===== src/rtl/retro_dma_pkg.sv =====
// rtl/retro_dma_pkg.sv - shared types and helpers for the BRAM fill DMA
package retro_dma_pkg;

  typedef enum logic [2:0] {
    IDLE,
    REQUEST,
    WAIT_DATA,
    DRAIN,
    FINISH
  } dma_state_t;

  localparam int MaxMaskBytes = 32;

  // Byte-lane enable vector with the low 'bytes' lanes set.
  function automatic logic [MaxMaskBytes-1:0] all_ones_mask(input int bytes);
    logic [MaxMaskBytes-1:0] m;
    m = '0;
    for (int i = 0; i < MaxMaskBytes; i++) begin
      if (i < bytes) m[i] = 1'b1;
    end
    return m;
  endfunction

endpackage


===== src/rtl/retro_bram_fill_dma.sv =====
// rtl/retro_bram_fill_dma.sv - streams words from a slow source into consecutive BRAM addresses
module retro_bram_fill_dma
  import retro_dma_pkg::*;
#(
  parameter int SrcAddressWidth  = 19,
  parameter int BramAddressWidth = 12,
  parameter int DataBusWidth     = 1
) (
  input  logic                          Clk_i,
  input  logic                          Reset_i,
  input  logic                          Start_i,
  input  logic                          Abort_i,
  input  logic [SrcAddressWidth-1:0]    SrcBase_i,
  input  logic [BramAddressWidth-1:0]   BramBase_i,
  input  logic [BramAddressWidth:0]     Length_i,
  output logic                          Busy_o,
  output logic                          Done_o,
  output logic                          Aborted_o,
  output logic                          SrcAccess_o,
  output logic                          SrcWrite_o,
  output logic [SrcAddressWidth-1:0]    SrcAddress_o,
  input  logic                          SrcReady_i,
  input  logic                          SrcDataReady_i,
  input  logic [8*DataBusWidth-1:0]     SrcDToInitiator_i,
  output logic                          BramAccess_o,
  output logic                          BramWrite_o,
  output logic [DataBusWidth-1:0]       BramMask_o,
  output logic [BramAddressWidth-1:0]   BramAddress_o,
  output logic [8*DataBusWidth-1:0]     BramDToTarget_o
);

  localparam int DataWidth = 8 * DataBusWidth;
  localparam logic [MaxMaskBytes-1:0] MaskFull = all_ones_mask(DataBusWidth);

  dma_state_t                  state_q, state_d;
  logic [SrcAddressWidth-1:0]  src_addr_q, src_addr_d;
  logic [BramAddressWidth-1:0] bram_addr_q, bram_addr_d;
  logic [BramAddressWidth:0]   count_q, count_d;
  logic [BramAddressWidth-1:0] wr_addr_q, wr_addr_d;
  logic [DataWidth-1:0]        wr_data_q, wr_data_d;
  logic                        wr_q, wr_d;
  logic                        aborted_q, aborted_d;

  // Register bank: state, running addresses/count and the one-cycle BRAM write slot.
  always_ff @(posedge Clk_i) begin
    if (Reset_i) begin
      state_q     <= IDLE;
      src_addr_q  <= '0;
      bram_addr_q <= '0;
      count_q     <= '0;
      wr_addr_q   <= '0;
      wr_data_q   <= '0;
      wr_q        <= 1'b0;
      aborted_q   <= 1'b0;
    end else begin
      state_q     <= state_d;
      src_addr_q  <= src_addr_d;
      bram_addr_q <= bram_addr_d;
      count_q     <= count_d;
      wr_addr_q   <= wr_addr_d;
      wr_data_q   <= wr_data_d;
      wr_q        <= wr_d;
      aborted_q   <= aborted_d;
    end
  end

  // Next-state logic; a captured word is written the cycle after it arrives while the
  // next source request is already being issued.
  always_comb begin
    state_d     = state_q;
    src_addr_d  = src_addr_q;
    bram_addr_d = bram_addr_q;
    count_d     = count_q;
    wr_addr_d   = wr_addr_q;
    wr_data_d   = wr_data_q;
    wr_d        = 1'b0;
    aborted_d   = aborted_q;
    unique case (state_q)
      IDLE: begin
        if (Start_i) begin
          aborted_d = 1'b0;
          if (Length_i == '0) begin
            state_d = FINISH;
          end else begin
            src_addr_d  = SrcBase_i;
            bram_addr_d = BramBase_i;
            count_d     = Length_i;
            state_d     = REQUEST;
          end
        end
      end
      REQUEST: begin
        // A request the source takes in the same cycle as Abort is still honoured.
        if (SrcReady_i) begin
          state_d = WAIT_DATA;
        end else if (Abort_i) begin
          aborted_d = 1'b1;
          state_d   = FINISH;
        end
      end
      WAIT_DATA: begin
        if (SrcDataReady_i) begin
          wr_d        = 1'b1;
          wr_data_d   = SrcDToInitiator_i;
          wr_addr_d   = bram_addr_q;
          bram_addr_d = bram_addr_q + BramAddressWidth'(1);
          src_addr_d  = src_addr_q + SrcAddressWidth'(1);
          count_d     = count_q - (BramAddressWidth + 1)'(1);
          if (count_q == (BramAddressWidth + 1)'(1)) begin
            state_d = FINISH;
          end else if (Abort_i) begin
            aborted_d = 1'b1;
            state_d   = FINISH;
          end else begin
            state_d = REQUEST;
          end
        end else if (Abort_i) begin
          state_d = DRAIN;
        end
      end
      DRAIN: begin
        if (SrcDataReady_i) begin
          aborted_d = 1'b1;
          state_d   = FINISH;
        end
      end
      FINISH: begin
        // Hold off completion until the final BRAM write has been issued.
        if (!wr_q) state_d = IDLE;
      end
      default: state_d = IDLE;
    endcase
  end

  assign Done_o          = (state_q == FINISH) && !wr_q;
  assign Busy_o          = (state_q != IDLE) && !Done_o;
  assign Aborted_o       = Done_o && aborted_q;
  assign SrcAccess_o     = (state_q == REQUEST);
  assign SrcWrite_o      = 1'b0;
  assign SrcAddress_o    = SrcAccess_o ? src_addr_q : '0;
  assign BramAccess_o    = wr_q;
  assign BramWrite_o     = wr_q;
  assign BramMask_o      = wr_q ? MaskFull[DataBusWidth-1:0] : '0;
  assign BramAddress_o   = wr_q ? wr_addr_q : '0;
  assign BramDToTarget_o = wr_q ? wr_data_q : '0;

endmodule

===== config.mk =====
export PLATFORM = sky130hd
export DESIGN_NAME = retro_bram_fill_dma
export DESIGN_NICKNAME = d
export VERILOG_FILES = /design/src/rtl/retro_dma_pkg.sv /design/src/rtl/retro_bram_fill_dma.sv
export SDC_FILE = /design/constraint.sdc
export NUM_CORES = 1
export LEC_CHECK = 0
export ABC_AREA = 0
export BUFFER_PORTS_ARGS = -buffer_cell sky130_fd_sc_hd__buf_2
export CAP_MARGIN = 10
export CORE_ASPECT_RATIO = 0.6
export CORE_MARGIN = 1.5
export CORE_UTILIZATION = 50
export CTS_CLUSTER_SIZE = 8
export DETAILED_ROUTE_END_ITERATION = 7
export GPL_TIMING_DRIVEN = 0
export PLACE_DENSITY = 0.73
export SETUP_SLACK_MARGIN = 0.15
export SLEW_MARGIN = 10
export SYNTH_ARGS = -nofsm -noshare
export SYNTH_HDL_FRONTEND = slang
export SYNTH_SLANG_ARGS = --single-unit

===== constraint.sdc =====
create_clock -name Clk_i -period 2.3 [get_ports Clk_i]
set_input_delay 0.46 -clock Clk_i [delete_from_list [all_inputs] [get_ports Clk_i]]
set_output_delay 0.46 -clock Clk_i [all_outputs]
set_load 0.02 [all_outputs]

# Yosys cells after proc, flatten, opt, wreduce, memory -nomap -nowiden
# Cells that the tools add are included.
# Widths: inputs -> output; s select.
[op_classes]
reduce_logical = 15
bitwise_logic = 1
mux = 35
add_sub_neg = 3
eq_ne = 14
[ops]
columns = ["operator", "count"]
rows = [
  ["$mux 19", 4],
  ["$mux 12", 4],
  ["$mux 13", 3],
  ["$pmux 19 s2", 1],
  ["$mux 3", 10],
  ["$pmux 13 s2", 1],
  ["$pmux 12 s2", 1],
  ["$add 19x1->19 const B", 1],
  ["$pmux 3 s5", 1],
  ["$ne 2x2->1 const B", 7],
  ["$eq 13x1->1 const B", 1],
  ["$logic_not 13->1", 1],
  ["$sub 13x1->13 const B", 1],
  ["$add 12x1->12 const B", 1],
  ["$mux 1", 8],
  ["$mux 8", 1],
  ["$eq 3x2->1 const B", 2],
  ["$reduce_and 6->1", 1],
  ["$reduce_and 5->1", 1],
  ["$pmux 1 s4", 1],
  ["$reduce_and 4->1", 1],
  ["$reduce_bool 4->1", 1],
  ["$eq 3x1->1 const B", 1],
  ["$eq 3x3->1 const B", 1],
  ["other kinds (10)", 13],
]
[totals]
in_bits = 58
ff_bits = 69
output_inout_bits = 47

# Depth between registers and ports, before layout
# Gate-level depths: netlist of the first run.
[depth]
word_depth = 4
mapped_depth = 8

# Worst setup path before layout of the first run
# No wires, ideal clock.
[synth_path]
kind = "register to output"
from = "register state_q[0]"
to = "output port SrcAddress_o[10]"
required_time_ps = 1840
n_path_buf = 2
t_arrival_ps = 1538
path_slack_ps = 302
stages_incl_launch_ff = 5
cell_sequence = "dfxtp_1 clkbuf_1 nor3b_1 clkbuf_1 and2_1"
[synth_between]
elab_chain_cells = 2
[synth_rtl]
columns = ["item", "line_no", "text"]
rows = [
  ["start: declaration", "retro_bram_fill_dma.sv:35", "dma_state_t state_q, state_d;"],
  ["start signal: assignment", "retro_bram_fill_dma.sv:56", "state_q <= state_d;"],
  ["$eq 3x1->1", "retro_bram_fill_dma.sv:138", "assign SrcAccess_o = (state_q == REQUEST);"],
  ["named net SrcAccess_o", "retro_bram_fill_dma.sv:19", "output logic SrcAccess_o,"],
  ["$mux 19", "retro_bram_fill_dma.sv:140", "assign SrcAddress_o = SrcAccess_o ? src_addr_q : '0;"],
  ["end: declaration", "retro_bram_fill_dma.sv:21", "output logic [SrcAddressWidth-1:0] SrcAddress_o,"],
]
# The timed path passes the listed nets, and every way through them passes these cells.

# Final worst setup path of the first run
[layout_path]
from = "register state_q[1]"
to = "register src_addr_q[7]"
[layout_between]
elab_chain_cells = 3
word_cells_on_any_way = 8
cone_classes = "4 x eq/ne; 1 x mux; 3 x reduce/logical"
[layout_rtl]
columns = ["item", "line_no", "text"]
rows = [
  ["$eq 3x2->1 or $logic_not 3->1 (tied branches)", "retro_bram_fill_dma.sv:78", "unique case (state_q)"],
  ["$ne 2x2->1 (no source line) or $reduce_bool 2->1 (tied branches)", "--", ""],
  ["$reduce_and 4->1 (no source line)", "--", ""],
  ["end signal: assignment", "retro_bram_fill_dma.sv:57", "src_addr_q <= src_addr_d;"],
  ["end: declaration", "retro_bram_fill_dma.sv:36", "logic [SrcAddressWidth-1:0] src_addr_q, src_addr_d;"],
]
# Parallel ways exist; a longest one is shown, timed or not.
# A chain may end at the register's enable or synchronous reset.

==> impl_metrics.yaml, run 1 <==
placed_design:
  post_dp_cell_area_mm2: 0.00467
  io_buffers: 102
  gp_congestion: 0.922
  dp_cells: 762
  pre_cts_ws_ns: -0.251
  hpwl_um: 10100
worst_setup_path:
  crit_arrival_ns: 2.35
  r2r_start: "state_q[1]"
  r2r_end: "src_addr_q[7]"
  cp-start-kind: "flop"
  reg2reg_depth: 8
  worstPathRequired_ns: 2.54
  path_class: "flop to flop"
  worst-path-max-fanout: 10
  max_stage_delay_ns: 0.41
  cp-end-kind: "flop"
  crit_chain: "or3b_1 > clkbuf_2 > nor2_4 > a21o_1 > buf_2 > buf_6 > o21ai_0 > a31o_2"
  r2r_slack_ns: 0.19
  cpMaxStageDelayCell: "dfxtp_2"
layout:
  multiInputGateArea_mm2: 0.00247
  nFillCells: 729
  antenna_cells: 0
  design_area_mm2: 0.00515
  regArea_mm2: 0.00139
  fin_nets: 730
  area_delta_synth_final_pct: 27.9
  stdcell_count: 780
  layout-drive-gt1-share_pct: 26.3
clock_tree:
  cts_buffers: 9
  clock-sinks: 69
  cts-root-buf: "clkbuf_16"
  worst_skew_pair.late_latency_ns: 0.34
  cts_tree: "yes"
  htree_levels: 3
  cts.clk_slew.worst_paths_ns: 0.06
  cts_buffer_depth: 2
  cts_hold_buf: 0
synth:
  syn-cell-area_mm2: 0.00403
  ys_ff_latch: 69
  ys.flop_type: "dfxtp_1"
  synth_edf_count: 0
  yosys_warnings: 0
  ys_types: 60
  synth_nets: 614
  postSynthAreaPerCell_um2: 7.29
  ys_async_sr_fraction_pct: 0
  ys_top_cells_by_area: "dfxtp_1 (34%), a21oi_1 (9.9%), nand2_1 (9.0%)"
  synth_cells: 552
  yosysSeqAreaShare_pct: 34.3
  yosys.area.top_type: "dfxtp_1"
  synth_top_area_share_pct: 34.3
flow_run:
  max_cap_viol_count: 0
timing:
  timing.fmax_ghz: 0.474
  hold_viol_final: 0
  final_max_slew_viol_count: 0
  fin_crit_ns: 2.11
  finalSetupTns_ns: 0
  relSlewSlack_pct: 52.3
  rsz0062_at_grt: "yes"
  setup_slack_ns: 0.191
  finClkSkew_ns: 0.00522
  worstMarginPinSlew_ns: 0.715
  min_period_over_period_pct: 91.7
  finalSetupViolCount: 0
routing:
  drt-pass1-iter-count: 5
  routed-via-count: 4856
  drt_iter0_markers: 616
  drtAntennaViolNets: 0
  routedWlPerCell_um: 18.7
  wl_um: 14600
  vias_per_cell: 6.23
  drcViolationCount: 0
global_routing:
  grt_pass1_wl_um: 22100
  grt-ovfl-total: 0
  antenna_found_initial: 0
  grt_pass1_vias: 4295
  grt_usage_pct: 33.0
  grt_max_degree: 12
die:
  core_area_mm2: 0.00785
  die_w_um: 119
  initial_utilization_pct: 51.3
  num_io_pins: 105
  rows: 25
  dieArea_mm2: 0.00862
  die_h_um: 72.5
pwr:
  power_density_mw_per_mm2: 928
  p_int_mw: 2.91
  leakage_nw: 2.11
  p_sw_mw: 1.87
  pwr-share-seq_pct: 34.4
  combPwrFrac_pct: 37.2
  pwr-share-clk_pct: 28.5
  switching_share_pct: 39.2
  irDropWorstVdd_mv: 0.405
hold_path:
  hp-class: "input pin to flop"
  hold_path_end: "wr_data_q[3]"
  worstHoldStart: "SrcDToInitiator_i[3]"
  timing.hold.worst_path_depth: 3
run_status:
  status: "finished, final reports clean"
metal layers:
| metal | track usage, % | vias up | part of all wire (%) |
|---|---|---|---|
| met1 | 46.4 | 2253 | 43 |
| li1 | - | 2222 | - |
| met2 | 49.5 | 345 | 43 |
| met4 | 10.3 | 0 | 1.5 |
| met3 | 8.96 | 36 | 13 |
| met5 | 0 | - | 0 |
cell usage in the layout, fill, tap and decap left out, types with 10 or more instances in the layout:
master,netlist,routed
nor3_1,24,24
nor2_1,20,20
nand2_1,97,97
buf_4,5,11
clkbuf_2,0,10
dfxtp_1,69,67
clkbuf_1,31,18
clkbuf_16,0,10
and2_1,39,39
buf_2,9,106
o21ai_0,32,32
nand3_1,14,14
a21oi_1,80,80
o32ai_1,10,10
synthesized netlist by cell type, drive strengths merged, types with 2 or more instances:
library cell	count
nand4	8
o32ai	10
a311oi	4
clkbuf	31
and2	40
nand3	15
a221oi	2
inv	9
a211oi	11
a31oi	3
nor3b	5
a21o	4
and4	2
and3	4
nor2	21
ha	4
nor4	6
buf	16
o21a	3
nand2	97
a32o	2
dfxtp	69
nand2b	3
o21ai	32
a211o	2
nor4b	4
o22ai	5
or4	4
nand3b	2
nor3	24
a22o	2
a21oi	81
a31o	9
o41ai	3
critical path, delay by kind of cell (launching register included):
kind	cells	cell delay [ns]
compound gates	3	0.48
flops	1	0.41
buf+inv	3	0.59
simple gates	2	0.53
flip-flops by register name (all words and copies together) (netlist names):
signal and cells:
src_addr_q 19, count_q 13, bram_addr_q 12, wr_addr_q 12
wr_data_q 8, state_q 3, BramAccess_o 1, aborted_q 1
repair_timing:
action,4_1_cts,5_1_grt
buffers inserted,0,1
gates cloned,0,2
gates resized for setup,25,25
pin swaps,0,1
setup endpoints to repair,53,63
cell families after synthesis:
group                    Yosys count  share of synthesized area, %
AO/OA/AOI/OAI                    181                          27.9
adder cells (fa/ha/maj)            4                          1.24
AND/OR/NAND/NOR                  239                          30.1
flip-flops                        69                          34.3
other                              1                        0.0931
multiplexers                       1                         0.280
buffers and inverters             57                          6.06
stage by stage:
step / hold WS, ns / power (mW) / util, %
finish: 0.355 / 4.78 / 65.6
floorplan: 0.432 / 2.62 / -
global placement: 0.438 / 3.08 / 59.5
CTS: 0.355 / 4.54 / 64.2
global route: 0.361 / 4.97 / 65.6
detailed placement: 0.445 / 3.12 / 59.5
how the worst max path moves through the flow:
stage	start	to	slack [ns]	depth (start not counted)
after global routing	state_q[1]	src_addr_q[14]	0.11	6
after floorplan	state_q[0]	SrcAddress_o[10]	0.30	4
after detailed placement	Length_i[2]	count_q[2]	-0.25	7
after CTS	state_q[0]	SrcAddress_o[18]	0.12	5
after global placement	Length_i[2]	src_addr_q[4]	-0.30	7
final	state_q[1]	src_addr_q[7]	0.19	8
power by group through the flow:
stage / combinational, mW / sequential [mW] / clock, mW
4_1_cts: 1.57 / 1.62 / 1.35
3_3_place_gp: 1.46 / 1.62 / 0
5_1_grt: 1.90 / 1.67 / 1.40
2_1_floorplan: 1.05 / 1.57 / 0
3_5_place_dp: 1.49 / 1.63 / 0
6_report: 1.78 / 1.64 / 1.36
layout make-up:
class	count	area share, %
sequential	69	26.9
clock inverter	3	0.389
buffer	47	4.96
multi-input combinational	426	48.0
timing repair buffer	105	11.2
clock buffer	12	5.17
inverter	10	0.729
tap	108	2.62
Note: power is estimated with default switching activity, not from simulation.
==> inputs of run 2 (changes only) <==
--- a/config.mk
+++ b/config.mk
@@ -11,6 +11,7 @@
 export CORE_ASPECT_RATIO = 0.6
 export CORE_MARGIN = 1.5
 export CORE_UTILIZATION = 50
+export CTS_BUF_LIST = sky130_fd_sc_hd__clkbuf_8
 export CTS_CLUSTER_SIZE = 8
 export DETAILED_ROUTE_END_ITERATION = 7
 export GPL_TIMING_DRIVEN = 0
==> run 2 against run 1 <==
Against the previous run: sequential cell count is the same; via count shrank 1.4%; first-iteration DRC count grew 16%; sequential power is essentially flat; global-route usage shrank 0.15 points; total power shrank 9.4%; sequential share of layout area grew 0.64 points; hold slack lost 0.018 ns; clock skew grew 0.0045 ns; cell count is the same; routed wire length shrank 1.6%; critical path type is now flop to output port.
==> impl_metrics.yaml, run 2 (synthesized netlist as in run 1, its figures left out) <==
clock_tree:
  cts.clk_slew.worst_paths_ns: 0.07
  worst_skew_pair.late_latency_ns: 0.36
  cts_tree: "yes"
  cts-root-buf: "clkbuf_8"
  htree_levels: 3
  clock-sinks: 69
  cts_buffer_depth: 2
  cts_buffers: 9
routing:
  drcViolationCount: 0
  drtAntennaViolNets: 0
  wl_um: 14400
  drt_iter0_markers: 713
  routedWlPerCell_um: 18.4
  routed-via-count: 4789
  drt-pass1-iter-count: 5
  vias_per_cell: 6.14
pwr:
  power.total_mw: 4.33
  leakage_nw: 2.05
  irDropWorstVdd_mv: 0.383
  power_density_mw_per_mm2: 860
layout:
  antenna_cells: 0
  design_area_mm2: 0.00503
  reg_top3: "src_addr_q x19, count_q x13"
  fin_nets: 730
  mostFrequentLayoutCells: "buf_2 (101), nand2_1 (97), a21oi_1 (80)"
  layout-drive-gt1-share_pct: 26.3
  final_common_cell: "buf_2"
  largest_register_ffs: 19
  largest_register: "src_addr_q"
  nFillCells: 746
  area_delta_synth_final_pct: 25.0
worst_setup_path:
  reg2reg_depth: 8
  cp-end-kind: "output port"
  crit_top_cell: "buf_4"
  cp_top_family: "buffers and inverters"
  path_depth: 6
  crit_chain: "buf_4 > nor3b_4 > buf_6 > clkbuf_8 > and2_1 > buf_4"
  startpoint: "state_q[2]"
  r2r_end: "src_addr_q[2]"
  cp-start-kind: "flop"
  max_stage_delay_ns: 0.33
  crit_buf_inv: 4
  cpMaxStageDelayCell: "dfxtp_1"
  worstPathRequired_ns: 1.84
  r2r_slack_ns: 0.20
  path_class: "flop to output port"
  crit_arrival_ns: 1.66
  worst-path-max-fanout: 10
  critPathCapture: "SrcAddress_o[15]"
  r2r_start: "state_q[1]"
global_routing:
  antenna_found_initial: 0
  grt-ovfl-total: 0
  grt_pass1_vias: 4244
  grt_max_degree: 12
  grt_usage_pct: 32.8
  grt_pass1_wl_um: 22000
placed_design:
  post_dp_cell_area_mm2: 0.00467
  io_buffers: 102
  hpwl_um: 10100
  pre_cts_ws_ns: -0.251
  gp_congestion: 0.922
timing:
  rsz0062_at_grt: "no"
  finClkSkew_ns: 0.00974
  timing.fmax_ghz: 0.471
  relSlewSlack_pct: 49.4
  finalSetupViolCount: 0
  finalSetupTns_ns: 0
  worstMarginPinSlew_ns: 0.759
  hold_viol_final: 0
  setup_slack_ns: 0.176
  fin_crit_ns: 2.12
  min_period_over_period_pct: 92.3
  whs_ns: 0.337
  final_max_slew_viol_count: 0
die:
  die_h_um: 72.5
  initial_utilization_pct: 51.3
  rows: 25
  die_w_um: 119
  core_area_mm2: 0.00785
  num_io_pins: 105
  dieArea_mm2: 0.00862
hold_path:
  hp-class: "input pin to flop"
flow_run:
  max_cap_viol_count: 0
run_status:
  status: "finished, final reports clean"
==> run 2: cell count changes in the layout (fill, tap and decap cells not counted) <==
cell	change
buf_6	+1
clkbuf_8	+9
clkbuf_2	+1
clkbuf_1	-1
clkbuf_16	-10
buf_4	+5
a211oi_2	-1
a211oi_1	+1
buf_2	-5
clkbuf_4	+1
buf_12	-1
==> run 2: final cells by class <==
class                   count  area [µm²]  share of cell area [%]
clock inverters             3        20.0                   0.398
multi-input cells         426        2470                    49.1
plain buffers              47         259                    5.15
inverters                  10        37.5                   0.746
well taps                 108         135                    2.69
flip-flops and latches     69        1390                    27.6
repair buffers            105         559                    11.1
clock buffers              12         165                    3.28
==> run 2: how the worst min path moves through the flow <==
stage | start | end | cells past startpoint
2_1_floorplan | wr_addr_q[0] | wr_addr_q[0] | 2
3_3_place_gp | wr_data_q[0] | wr_data_q[0] | 2
3_5_place_dp | wr_data_q[3] | wr_data_q[3] | 2
4_1_cts | SrcDToInitiator_i[3] | wr_data_q[3] | 3
5_1_grt | SrcDToInitiator_i[0] | wr_data_q[0] | 3
6_report | SrcDToInitiator_i[3] | wr_data_q[3] | 3
==> run 2: stage by stage <==
step	utilization (%)	cells
floorplan	-	552
global placement	59.5	762
detailed placement	59.5	762
CTS	62.7	777
global route	64.1	780
finish	64.1	780
==> run 2: worst register-to-register path, stage by stage (launching register included) <==
cell and delay [ns]:
dfxtp_2 0.40, or3b_1 0.36, clkbuf_2 0.21, nor2_4 0.18, a21o_1 0.10, buf_2 0.20, buf_6 0.19, o21ai_0 0.12
a31o_2 0.25
==> run 2: where the power goes <==
group | total (mW) | internal [mW] | switching [mW]
clock network | 0.957 | 0.472 | 0.485
logic | 1.73 | 0.675 | 1.06
registers | 1.64 | 1.39 | 0.250
==> run 2: repair_timing <==
item | 4_1_cts | 5_1_grt
cloned | 0 | 1
resized for setup | 22 | 35
endpoints found under the setup margin | 54 | 62
buffers inserted | 0 | 2
pin swaps | 0 | 0
hold buffers | 0 | 0
==> run 2: metal layers <==
layer	share of wire [%]	GRT usage, %	vias to the layer above
met1	43	46.3	2223
li1	-	-	2221
met5	0	0	-
met4	1.9	11.2	0
met2	42	49.0	316
met3	13	8.57	29
==> inputs of run 3 (changes only) <==
--- a/config.mk
+++ b/config.mk
@@ -10,12 +10,11 @@
 export CAP_MARGIN = 10
 export CORE_ASPECT_RATIO = 0.6
 export CORE_MARGIN = 1.5
-export CORE_UTILIZATION = 50
+export CORE_UTILIZATION = 55
 export CTS_BUF_LIST = sky130_fd_sc_hd__clkbuf_8
 export CTS_CLUSTER_SIZE = 8
 export DETAILED_ROUTE_END_ITERATION = 7
-export GPL_TIMING_DRIVEN = 0
-export PLACE_DENSITY = 0.73
+export PLACE_DENSITY = 0.8
 export SETUP_SLACK_MARGIN = 0.15
 export SLEW_MARGIN = 10
 export SYNTH_ARGS = -nofsm -noshare
==> run 3 against run 2 <==
Against the previous run: sequential share of layout area up 0.086 points; count of clock-buffer cells in the layout fell by 1; first-iteration DRC count fell by 24%; final area is 0.67% lower; sequential power hardly changed; global-route usage down 2.6 points; critical path depth stayed put; critical path type unchanged; largest cell class unchanged; highest routed layer unchanged.
==> impl_metrics.yaml, run 3 (synthesized netlist as in run 1, its figures left out) <==
layout:
  reg_top3: "src_addr_q x19, count_q x13"
  final_common_cell: "buf_2"
  stdcell_count: 742
  area_delta_synth_final_pct: 24.1
  antenna_cells: 0
  final_core_util_pct: 72.7
  mostFrequentLayoutCells: "buf_2 (99), nand2_1 (97), a21oi_1 (80)"
  largest_register_ffs: 19
  largest_register: "src_addr_q"
  layout-drive-gt1-share_pct: 26.3
  nFillCells: 544
  fin_nets: 712
worst_setup_path:
  crit_chain: "buf_6 > nor3b_4 > buf_4 > buf_2 > and2_1 > buf_2"
  startpoint: "state_q[1]"
  crit_buf_inv: 4
  cp-start-kind: "flop"
  cp-end-kind: "output port"
  crit_top_cell: "buf_2"
  cp_top_family: "buffers and inverters"
  worstPathRequired_ns: 1.84
  crit_arrival_ns: 1.63
  max_stage_delay_ns: 0.32
  cpMaxStageDelayCell: "dfxtp_1"
  path_class: "flop to output port"
  r2r_start: "state_q[2]"
  worst-path-max-fanout: 14
routing:
  routed-via-count: 4597
  drtAntennaViolNets: 0
  routedWlPerCell_um: 16.7
  drt_iter0_markers: 541
  drcViolationCount: 0
  vias_per_cell: 6.20
  wl_um: 12400
  drt-pass1-iter-count: 6
clock_tree:
  cts_tree: "yes"
  worst_skew_pair.late_latency_ns: 0.36
  cts-root-buf: "clkbuf_8"
  cts_buffer_depth: 2
  cts.clk_slew.worst_paths_ns: 0.08
  cts_hold_buf: 0
  htree_levels: 3
  clock-sinks: 69
  cts_buffers: 9
pwr:
  power_density_mw_per_mm2: 887
  leakage_nw: 2.07
  switching_share_pct: 37.8
  p_sw_mw: 1.67
  p_int_mw: 2.76
  combPwrFrac_pct: 38.2
  irDropWorstVdd_mv: 0.405
  pwr-share-clk_pct: 25.6
  pwr-share-seq_pct: 36.2
flow_run:
  max_cap_viol_count: 0
timing:
  rsz0062_at_grt: "no"
  finClkSkew_ns: 0.0119
  finalSetupViolCount: 0
  finalSetupTns_ns: 0
  fin_crit_ns: 2.09
  whs_ns: 0.326
  min_period_over_period_pct: 91.0
  relSlewSlack_pct: 57.7
  setup_slack_ns: 0.208
  timing.fmax_ghz: 0.478
  hold_viol_final: 0
  worstMarginPinSlew_ns: 0.631
  final_max_slew_viol_count: 0
die:
  die_h_um: 69.3
  num_io_pins: 105
  initial_utilization_pct: 58.5
  rows: 23
  die_w_um: 113
  core_area_mm2: 0.00688
  dieArea_mm2: 0.00786
run_status:
  status: "finished, final reports clean"
global_routing:
  grt-ovfl-total: 0
  grt_pass1_wl_um: 19300
  grt_pass1_vias: 3986
  grt_usage_pct: 30.3
  antenna_found_initial: 0
  grt_max_degree: 69
placed_design:
  gp_congestion: 0.863
  dp_cells: 719
  io_buffers: 103
  hpwl_um: 8130
  pre_cts_ws_ns: 0.0883
hold_path:
  worstHoldStart: "SrcDToInitiator_i[6]"
  hp-class: "input pin to flop"
run 3: per-stage QoR:
step | power [mW] | area [µm²]
after floorplan | 2.62 | 4030
after global placement | 3.06 | 4660
after detailed placement | 3.11 | 4660
after CTS | 4.24 | 4890
after global routing | 4.65 | 5000
final | 4.43 | 5000
run 3: timing repair:
action / CTS / global route
endpoints found under the setup margin: 0 / 21
buffers inserted: 0 / 4
resized for setup: 0 / 23
run 3: power by group through the flow:
stage                     Combinational (mW)  Sequential, mW  Clock (mW)
after floorplan                         1.05            1.57           0
after global routing                    1.83            1.63        1.19
after global placement                  1.45            1.61           0
after CTS                               1.50            1.59        1.14
final                                   1.69            1.61        1.13
after detailed placement                1.50            1.62           0
run 3: final cells by class:
cell class	instances	area [µm²]	share of cell area (%)
inverter	10	37.5	0.751
clock buffer	11	151	3.03
clock inverter	5	73.8	1.48
tap	87	109	2.18
multi-input combinational	426	2430	48.6
timing repair buffer	134	817	16.3
sequential	69	1380	27.6
run 3: worst min-delay path, cell delays in order:
cell	delay, ns
buf_2	0.09
nand2_1	0.04
a21oi_1	0.05
run 3: path summary, 6_finish.rpt:
| kind | to | slack [ns] | cells past startpoint |
|---|---|---|---|
| worst max register to register | count_q[0] | 0.24 | 6 |
| worst max-delay path | SrcAddress_o[15] | 0.21 | 6 |
| worst min-delay path | wr_data_q[6] | 0.33 | 3 |
| worst min register to register | wr_data_q[5] | 0.45 | 2 |
run 3: layer usage:
layer  track usage [%]  wire, µm  share of wire [%]  up-vias
met4              8.33       157                1.3        0
met1              43.1      5550                 45     2099
li1                  -         -                  -     2196
met3              9.00      1390                 11       28
met5                 0         0                  0        -
met2              44.4      5280                 43      274
